[src/rtl/matrix_4x4_mac_stream_pkg.sv]
// Shared types and constants for the 4x4 fixed-point matrix multiply stream.
// Latency: n/a (types and constants only).
// Backpressure: n/a.
// Contents: default width/scale, fxp_t, vec4_t, FSM state enum, FXP_MAX/FXP_MIN.
package matrix_pkg;

  localparam int W       = 12;
  localparam int FXP_MUL = 1024;
  localparam int FRAC    = $clog2(FXP_MUL);

  typedef logic signed [W-1:0] fxp_t;
  typedef fxp_t [3:0]          vec4_t;

  typedef enum logic [1:0] {IDLE, CALC, OUT} state_t;

  localparam fxp_t FXP_MAX = {1'b0, {(W-1){1'b1}}};
  localparam fxp_t FXP_MIN = {1'b1, {(W-1){1'b0}}};

endpackage

[src/rtl/matrix_4x4_mac_stream_if.sv]
// Operand-in / result-out handshake bundle for matrix_4x4_mac_stream.
// Latency: n/a (wires only).
// Backpressure: valid_in/ready_out upstream, valid_out/ready_in downstream.
// slave = the multiplier block, master = the surrounding logic (or bench).
// aCk[i] = A[i][k], bCj[k] = B[k][j]; c_out carries a signed value as raw bits.
interface matrix_4x4_mac_stream_if #(
  parameter int W = matrix_pkg::W
);
  logic              valid_in;
  logic              ready_out;
  logic [3:0][W-1:0] aC1, aC2, aC3, aC4;
  logic [3:0][W-1:0] bC1, bC2, bC3, bC4;
  logic              valid_out;
  logic              ready_in;
  logic [W-1:0]      c_out;
  logic [1:0]        row_out;
  logic [1:0]        col_out;
  logic              last_out;
  logic              ovf_out;

  modport slave (
    input  valid_in, aC1, aC2, aC3, aC4, bC1, bC2, bC3, bC4, ready_in,
    output ready_out, valid_out, c_out, row_out, col_out, last_out, ovf_out
  );

  modport master (
    output valid_in, aC1, aC2, aC3, aC4, bC1, bC2, bC3, bC4, ready_in,
    input  ready_out, valid_out, c_out, row_out, col_out, last_out, ovf_out
  );
endinterface

[src/rtl/matrix_4x4_dot4.sv]
// Signed 4-term dot product, scaled by 2^-FRAC and saturated to W bits.
// Latency: combinational.
// Backpressure: none.
// Ports: a, b (4 x W signed) in; y (W, saturated) and sat (clip flag) out.
module matrix_4x4_dot4 #(
  parameter int W    = matrix_pkg::W,
  parameter int FRAC = matrix_pkg::FRAC
) (
  input  logic [3:0][W-1:0] a,
  input  logic [3:0][W-1:0] b,
  output logic [W-1:0]      y,
  output logic              sat
);
  localparam int SW = 2*W + 2;
  localparam logic signed [SW-1:0] MAX_S = {{(SW-W+1){1'b0}}, {(W-1){1'b1}}};
  localparam logic signed [SW-1:0] MIN_S = {{(SW-W+1){1'b1}}, {(W-1){1'b0}}};

  logic [2*W-1:0]        prod [4];
  logic signed [SW-1:0]  sum;
  logic signed [SW-1:0]  scaled;

  always_comb begin
    sum = '0;
    for (int k = 0; k < 4; k++) begin
      // Sign-extend both operands to 2W: the low 2W bits of the unsigned
      // product are then the exact two's-complement signed product.
      prod[k] = {{W{a[k][W-1]}}, a[k]} * {{W{b[k][W-1]}}, b[k]};
      sum     = sum + {{2{prod[k][2*W-1]}}, prod[k]};
    end
    // Arithmetic shift: truncation toward minus infinity.
    scaled = sum >>> FRAC;
    y      = scaled[W-1:0];
    sat    = 1'b0;
    if (scaled > MAX_S) begin
      y   = MAX_S[W-1:0];
      sat = 1'b1;
    end else if (scaled < MIN_S) begin
      y   = MIN_S[W-1:0];
      sat = 1'b1;
    end
  end
endmodule

[src/rtl/matrix_4x4_mac_stream.sv]
// Captures one 4x4 operand pair and streams C = A*B out element by element, column-major.
// Latency: 2 clk from operand handshake to first valid_out; 2 clk per element minimum.
// Backpressure: result held stable while ready_in=0; operands refused outside IDLE.
// Ports: clk, rst (sync, active high); io (slave modport): operand and result handshakes.
module matrix_4x4_mac_stream
  import matrix_pkg::*;
#(
  parameter int W       = matrix_pkg::W,
  parameter int FXP_MUL = matrix_pkg::FXP_MUL
) (
  input logic                     clk,
  input logic                     rst,
  matrix_4x4_mac_stream_if.slave  io
);
  localparam int FRAC = $clog2(FXP_MUL);

  state_t                  state_q, state_d;
  logic [3:0]              idx_q, idx_d;
  // a_q[k][i] = A[i][k]  (column k of A);  b_q[j][k] = B[k][j]  (column j of B)
  logic [3:0][3:0][W-1:0]  a_q, b_q;
  logic [3:0][W-1:0]       a_row, b_col;
  logic [W-1:0]            dot_y;
  logic                    dot_sat;
  logic                    load;

  logic [W-1:0] c_q, c_d;
  logic [1:0]   row_q, row_d, col_q, col_d;
  logic         last_q, last_d, ovf_q, ovf_d, vld_q, vld_d, rdy_q, rdy_d;

  assign load = (state_q == IDLE) && io.valid_in && rdy_q;

  // Operands are only written on capture, so upstream may present the next
  // pair while the current one is still streaming.
  always_ff @(posedge clk) begin
    if (load) begin
      a_q <= {io.aC4, io.aC3, io.aC2, io.aC1};
      b_q <= {io.bC4, io.bC3, io.bC2, io.bC1};
    end
  end

  // Row i of A and column j of B for element idx (i = idx[1:0], j = idx[3:2]).
  always_comb begin
    for (int k = 0; k < 4; k++) begin
      a_row[k] = a_q[k][idx_q[1:0]];
    end
    b_col = b_q[idx_q[3:2]];
  end

  matrix_4x4_dot4 #(.W(W), .FRAC(FRAC)) u_dot4 (
    .a   (a_row),
    .b   (b_col),
    .y   (dot_y),
    .sat (dot_sat)
  );

  always_comb begin
    state_d = state_q;
    idx_d   = idx_q;
    c_d     = c_q;
    row_d   = row_q;
    col_d   = col_q;
    last_d  = last_q;
    ovf_d   = ovf_q;
    vld_d   = vld_q;
    rdy_d   = rdy_q;
    case (state_q)
      IDLE: begin
        rdy_d = 1'b1;
        vld_d = 1'b0;
        if (load) begin
          idx_d   = '0;
          ovf_d   = 1'b0;
          rdy_d   = 1'b0;
          state_d = CALC;
        end
      end
      CALC: begin
        c_d     = dot_y;
        row_d   = idx_q[1:0];
        col_d   = idx_q[3:2];
        last_d  = (idx_q == 4'd15);
        ovf_d   = ovf_q | dot_sat;
        vld_d   = 1'b1;
        state_d = OUT;
      end
      OUT: begin
        if (io.ready_in) begin
          vld_d = 1'b0;
          if (idx_q == 4'd15) begin
            rdy_d   = 1'b1;
            state_d = IDLE;
          end else begin
            idx_d   = idx_q + 4'd1;
            state_d = CALC;
          end
        end
      end
      default: state_d = IDLE;
    endcase
  end

  always_ff @(posedge clk) begin
    if (rst) begin
      state_q <= IDLE;
      idx_q   <= '0;
      c_q     <= '0;
      row_q   <= '0;
      col_q   <= '0;
      last_q  <= 1'b0;
      ovf_q   <= 1'b0;
      vld_q   <= 1'b0;
      rdy_q   <= 1'b0;
    end else begin
      state_q <= state_d;
      idx_q   <= idx_d;
      c_q     <= c_d;
      row_q   <= row_d;
      col_q   <= col_d;
      last_q  <= last_d;
      ovf_q   <= ovf_d;
      vld_q   <= vld_d;
      rdy_q   <= rdy_d;
    end
  end

  assign io.ready_out = rdy_q;
  assign io.valid_out = vld_q;
  assign io.c_out     = c_q;
  assign io.row_out   = row_q;
  assign io.col_out   = col_q;
  assign io.last_out  = last_q;
  assign io.ovf_out   = ovf_q;
endmodule

[src/flat_wrapper.sv]
// flat-port wrapper written by rule: the top's interface ports become plain ports
module matrix_4x4_mac_stream_flat import matrix_pkg::*;
#(
  parameter int W       = matrix_pkg::W,
  parameter int FXP_MUL = matrix_pkg::FXP_MUL
)
  (clk, rst, io_valid_in, io_aC1, io_aC2, io_aC3, io_aC4, io_bC1, io_bC2, io_bC3, io_bC4, io_ready_in, io_ready_out, io_valid_out, io_c_out, io_row_out, io_col_out, io_last_out, io_ovf_out);
  matrix_4x4_mac_stream_if #(.W(W)) io_i ();
  input logic clk;
  input logic rst;
  input wire logic [$bits(io_i.valid_in)-1:0] io_valid_in;
  input wire logic [$bits(io_i.aC1)-1:0] io_aC1;
  input wire logic [$bits(io_i.aC2)-1:0] io_aC2;
  input wire logic [$bits(io_i.aC3)-1:0] io_aC3;
  input wire logic [$bits(io_i.aC4)-1:0] io_aC4;
  input wire logic [$bits(io_i.bC1)-1:0] io_bC1;
  input wire logic [$bits(io_i.bC2)-1:0] io_bC2;
  input wire logic [$bits(io_i.bC3)-1:0] io_bC3;
  input wire logic [$bits(io_i.bC4)-1:0] io_bC4;
  input wire logic [$bits(io_i.ready_in)-1:0] io_ready_in;
  output wire logic [$bits(io_i.ready_out)-1:0] io_ready_out;
  output wire logic [$bits(io_i.valid_out)-1:0] io_valid_out;
  output wire logic [$bits(io_i.c_out)-1:0] io_c_out;
  output wire logic [$bits(io_i.row_out)-1:0] io_row_out;
  output wire logic [$bits(io_i.col_out)-1:0] io_col_out;
  output wire logic [$bits(io_i.last_out)-1:0] io_last_out;
  output wire logic [$bits(io_i.ovf_out)-1:0] io_ovf_out;
  assign io_i.valid_in = io_valid_in;
  assign io_i.aC1 = io_aC1;
  assign io_i.aC2 = io_aC2;
  assign io_i.aC3 = io_aC3;
  assign io_i.aC4 = io_aC4;
  assign io_i.bC1 = io_bC1;
  assign io_i.bC2 = io_bC2;
  assign io_i.bC3 = io_bC3;
  assign io_i.bC4 = io_bC4;
  assign io_i.ready_in = io_ready_in;
  assign io_ready_out = io_i.ready_out;
  assign io_valid_out = io_i.valid_out;
  assign io_c_out = io_i.c_out;
  assign io_row_out = io_i.row_out;
  assign io_col_out = io_i.col_out;
  assign io_last_out = io_i.last_out;
  assign io_ovf_out = io_i.ovf_out;
  matrix_4x4_mac_stream #(.W(W), .FXP_MUL(FXP_MUL)) u_core (.clk(clk), .rst(rst), .io(io_i));
endmodule
[config.mk]
export PLATFORM = sky130hd
export DESIGN_NAME = matrix_4x4_mac_stream_flat
export DESIGN_NICKNAME = d
export VERILOG_FILES = /design/src/rtl/matrix_4x4_mac_stream_pkg.sv /design/src/rtl/matrix_4x4_mac_stream_if.sv /design/src/rtl/matrix_4x4_dot4.sv /design/src/rtl/matrix_4x4_mac_stream.sv /design/src/flat_wrapper.sv
export SDC_FILE = /design/constraint.sdc
export NUM_CORES = 2
export LEC_CHECK = 0
export BUFFER_PORTS_ARGS = -buffer_cell sky130_fd_sc_hd__buf_4
export CAP_MARGIN = 20
export CORE_ASPECT_RATIO = 2
export CORE_MARGIN = 4
export CORE_UTILIZATION = 55
export DETAILED_ROUTE_END_ITERATION = 10
export PLACE_DENSITY = 0.75
export SYNTH_ARGS = -nofsm -noshare
export SYNTH_HDL_FRONTEND = slang
export SYNTH_HIERARCHICAL = 1
export SYNTH_SLANG_ARGS = --single-unit
[constraint.sdc]
create_clock -name clk -period 15.4 [get_ports clk]
set_clock_uncertainty 0.2 [all_clocks]
set_input_delay 3.08 -clock clk [delete_from_list [all_inputs] [get_ports clk]]
set_output_delay 3.08 -clock clk [all_outputs]
set_load 0.005 [all_outputs]
Yosys cells after proc, flatten, opt, wreduce, memory -nomap -nowiden
Index checks and enable logic that the tools add are counted.
{ "totals": {"register_bits": 410, "inputBits": 388, "output_inout_bits": 20, "elab_cells": 102} }
{ "op_classes": {"n_addsub": 4, "multipliers": 4, "order_cmp": 4, "n_eq_ne": 7, "muxes": 30, "bitwise": 1, "reduce_logical": 11} }
{ "ops": {"columns": ["operator", "n"], "rows": [
  ["$bmux 12 s2", 4],
  ["$bmux 48 s2", 1],
  ["$mul 12x12->24", 4],
  ["$mux 12", 6],
  ["$mux 48", 1],
  ["$add 25x24->26", 1],
  ["$add 26x26->26", 1],
  ["$add 24x24->25", 1],
  ["$gt 16x12->1 const B", 1],
  ["$lt 16x12->1 const B", 1],
  ["$mux 4", 3],
  ["$mux 1", 8],
  ["$pmux 4 s2", 1],
  ["$lt 2x3->1 const B", 2],
  ["$pmux 2 s3", 1],
  ["$reduce_and 2->1", 3],
  ["$add 4x1->4 const B", 1],
  ["$eq 4x4->1 const B", 1],
  ["$mux 2", 2],
  ["$ne 2x1->1 const B", 2],
  ["$ne 2x2->1 const B", 2],
  ["$pmux 1 s2", 2],
  ["$reduce_and 4->1", 1],
  ["$reduce_bool 2->1", 2],
  ["8 further kinds", 9]
]} }

Longest topological paths before layout
{ "depth": {"word_depth": 11, "ltp_mapped": 45, "depth_no_buf": 41} }

By module
The synthesis kept the hierarchy.
{ "modules_own_cells": {"columns": ["mod", "instances", "cells_per_inst", "area_each_um2"], "rows": [
  ["matrix_4x4_dot4", 1, 2422, 22773.1],
  ["matrix_4x4_mac_stream", 1, 630, 15258.4]
]} }

Least setup slack after synthesis
No wires, ideal clock.
{ "synth_timing": {"path_kind": "input port to flip-flop", "startpoint": "input io_valid_in", "endpoint": "register u_core/a_q[0] in the netlist's numbering, enable pin", "setup_time_ns": 0.733, "arrival_time_ns": 10.635, "t_required_ns": 14.467, "setup_slack_ns": 3.832, "cell_stages": 2, "cell_sequence": "nand4bb_4 > inv_1"} }
{ "synth_between": {"elab_chain_len": 2} }
{ "synth_rtl": {"columns": ["item", "line", "text"], "rows": [
  ["from (decl)", "flat_wrapper.sv:11", "input wire logic [$bits(io_i.valid_in)-1:0] io_valid_in;"],
  ["$logic_and 1x1->1 (2 in series)", "matrix_4x4_mac_stream.sv:30", "assign load = (state_q == IDLE) && io.valid_in && rdy_q;"],
  ["via u_core.load", "matrix_4x4_mac_stream.sv:24", "logic load;"],
  ["to (signal assigned)", "matrix_4x4_mac_stream.sv:36", "a_q <= {io.aC4, io.aC3, io.aC2, io.aC1};"],
  ["to (decl)", "matrix_4x4_mac_stream.sv:20", "logic [3:0][3:0][W-1:0] a_q, b_q;"]
]} }
The timed path passes the listed nets, and every way through them passes these cells.
A chain may end at the register's enable or synchronous reset.

==> impl_metrics.toml <==
[logic_synthesis]
synthArstFlopShare_pct = 0
ys_warn_count = 6
synth_area_leaders = "fa_1 (35%), edfxtp_1 (30%), inv_1 (7.0%)"
synth_edf_count = 384
synthCells = 3052
yosysSeqAreaShare_pct = 31.7
ys_top_cells_by_count = "inv_1 (713), fa_1 (672), nand2_1 (402)"
synth_nets = 4288
synth_seq_cells = 410
avgSynthCellArea_sq_um = 12.5
yosysMostFrequentCell = "inv_1"
synth_area_leader_cell = "fa_1"
synthDistinctLibCells = 72
yosysTopAreaCellShare_pct = 35.4
syn_area_sq_mm = 0.0380
synth_flop_cell = "edfxtp_1"

[placement]
dp_slack_ns = 3.08
dpl.hpwl_um = 91700
gp_congestion = 1.06
portBuffers = 407

[worst_setup_path]
cp-end-kind = "register"
worstPathArrival_ns = 12.64
cp-start-kind = "register"
worst_path_most_repeated_cell = "fa_1"
worstPathMaxFanout = 40
crit_required_ns = 15.65
path_class = "register to register"
cpPeakStageDelay_ns = 0.89
slowest_stage = "mux4_1"

[drt]
ant_nets = 0
drt-total-wl_um = 110000
viasPerCell = 5.51
vias = 23772
drcViolationCount = 0
drtIter0Drc = 1217
drtPass1Iterations = 7
wire_per_inst_um = 25.4

[clocking]
clock_sinks = 410
clk_latency_ns = 0.58
tritoncts = "yes"
cts_buffers = 37
cts_buffer_depth = 3
h-tree-depth = 2
hold_buffers = 0
postCtsSetupRepairBufs = 0
cts-root-buf = "clkbuf_16"
clk_pin_slew_worst_paths_ns = 0.07
post_cts_resized = 0

[floorplan]
io_pins = 408
initial_core_util_pct = 55.5
chipWidth_um = 194
coreArea_sq_mm = 0.0686
fp.dieH_um = 380
fp.dieArea_sq_mm = 0.0737
row_count = 136

[grt]
antenna_found_initial = 3
grt_pass1_wl_um = 162000
grt_max_degree = 105
overflow = 0
grt_pass1_vias = 26925
grt_use_total_pct = 30.0

[sta]
tns_ns = 0
rsz0062_at_grt = "false"
slew-limit-headroom_pct = 34.5
hold-worst-slack_ns = 0.265
final.period_utilization_pct = 80.5
layout_min_cycle_time_ns = 12.39
worst_pin_slew_ns = 0.983
timing.final.ws_setup_ns = 3.01
setup_viol = 0
drv_slew = 0
final_hold_viol_count = 0
max_freq_ghz = 0.0807

[cells_and_area]
final_util_pct = 62.7
drive_above_1_share_pct = 15.4
layout.nets = 4621
syn_to_final_growth_pct = 13.0

[status]
outcome = "finished clean"

[worst_hold_path]
hold_class = "register to register"

[run]
maxCapViolCount = 0
routing by layer:
layer / part of all wire (%) / vias up / routed length, um / global-route usage, %
met2: 54 / 1033 / 59700 / 55.2
met3: 5.3 / 424 / 5800 / 5.40
met5: 0 / - / 0 / 0
li1: - / 10183 / - / -
met4: 12 / 0 / 12800 / 26.8
met1: 29 / 12132 / 31400 / 27.4
cell families after synthesis:
family	count (synthesis)	share of synthesized area [%]
buf+inv	843	8.71
flops	410	31.7
xor+xnor	55	1.27
mux	97	6.44
fa+ha+maj	848	41.2
compound gates	113	2.19
simple gates	686	8.54
layout by cell type (no fill, tap or decap), drive strengths merged, types with 8 or more instances in the layout:
cell type  count
a21oi         37
and2         168
buf          423
clkbuf        45
clkinv        15
dfxtp         26
edfxtp       384
fa           672
ha           176
inv          715
mux4          96
nand2        402
nand2b        35
nand3          9
nor2          34
nor3          11
o21a           8
o21ai         16
o22ai         11
xnor2         44
xor2          11
metrics by stage:
step	cells	area (sq um)
4_1_cts	4310	43000
3_3_place_gp	4242	41700
3_5_place_dp	4243	41700
2_1_floorplan	3052	38000
6_report	4315	43000
5_1_grt	4313	43000
path summary, 6_finish.rpt:
check	end	slack (ns)	cells after the start	startpoint
min reg2reg	u_core/io.col_out[1]	0.26	2	u_core/io.col_out[1]
max reg2reg	u_core/io.ovf_out	3.01	37	u_core/idx_q[0]
min	u_core/io.col_out[1]	0.26	2	u_core/io.col_out[1]
max	u_core/io.ovf_out	3.01	37	u_core/idx_q[0]
cell type report:
type | instances | area (sq um)
antenna | 5 | 12.5
clock buffer | 45 | 977
clock inverter | 22 | 264
fill | 5323 | 25600
inverter | 714 | 2690
multi-input combinational | 1799 | 22700
sequential | 410 | 12100
tap | 897 | 1120
timing repair buffer | 423 | 3180
state kept, by name, summed over array words and instances, names as in the netlist:
| name | flops |
|---|---|
| u_core/state_q | 2 |
| u_core/idx_q | 4 |
| u_core/io.c_out | 12 |
| u_core/io.last_out | 1 |
| u_core/b_q | 192 |
| u_core/io.ovf_out | 1 |
| u_core/io.ready_out | 1 |
| u_core/io.row_out | 2 |
| u_core/io.col_out | 2 |
| u_core/io.valid_out | 1 |
| u_core/a_q | 192 |
critical path, delay by kind of cell, from the launching register on:
| family | cells | cell delay (ns) |
|---|---|---|
| and+or+nand+nor | 5 | 1.32 |
| AOI/OAI and AO/OA | 10 | 2.49 |
| DFF | 1 | 0.52 |
| adders and majority gates | 13 | 5.70 |
| muxes | 1 | 0.89 |
| xor gates and xnor gates | 1 | 0.16 |
| buffers and inverters | 7 | 0.93 |
Power is left out: the tool's default activity adds up to more than one toggle a clock period on the data nets, which glitch-free logic cannot reach.
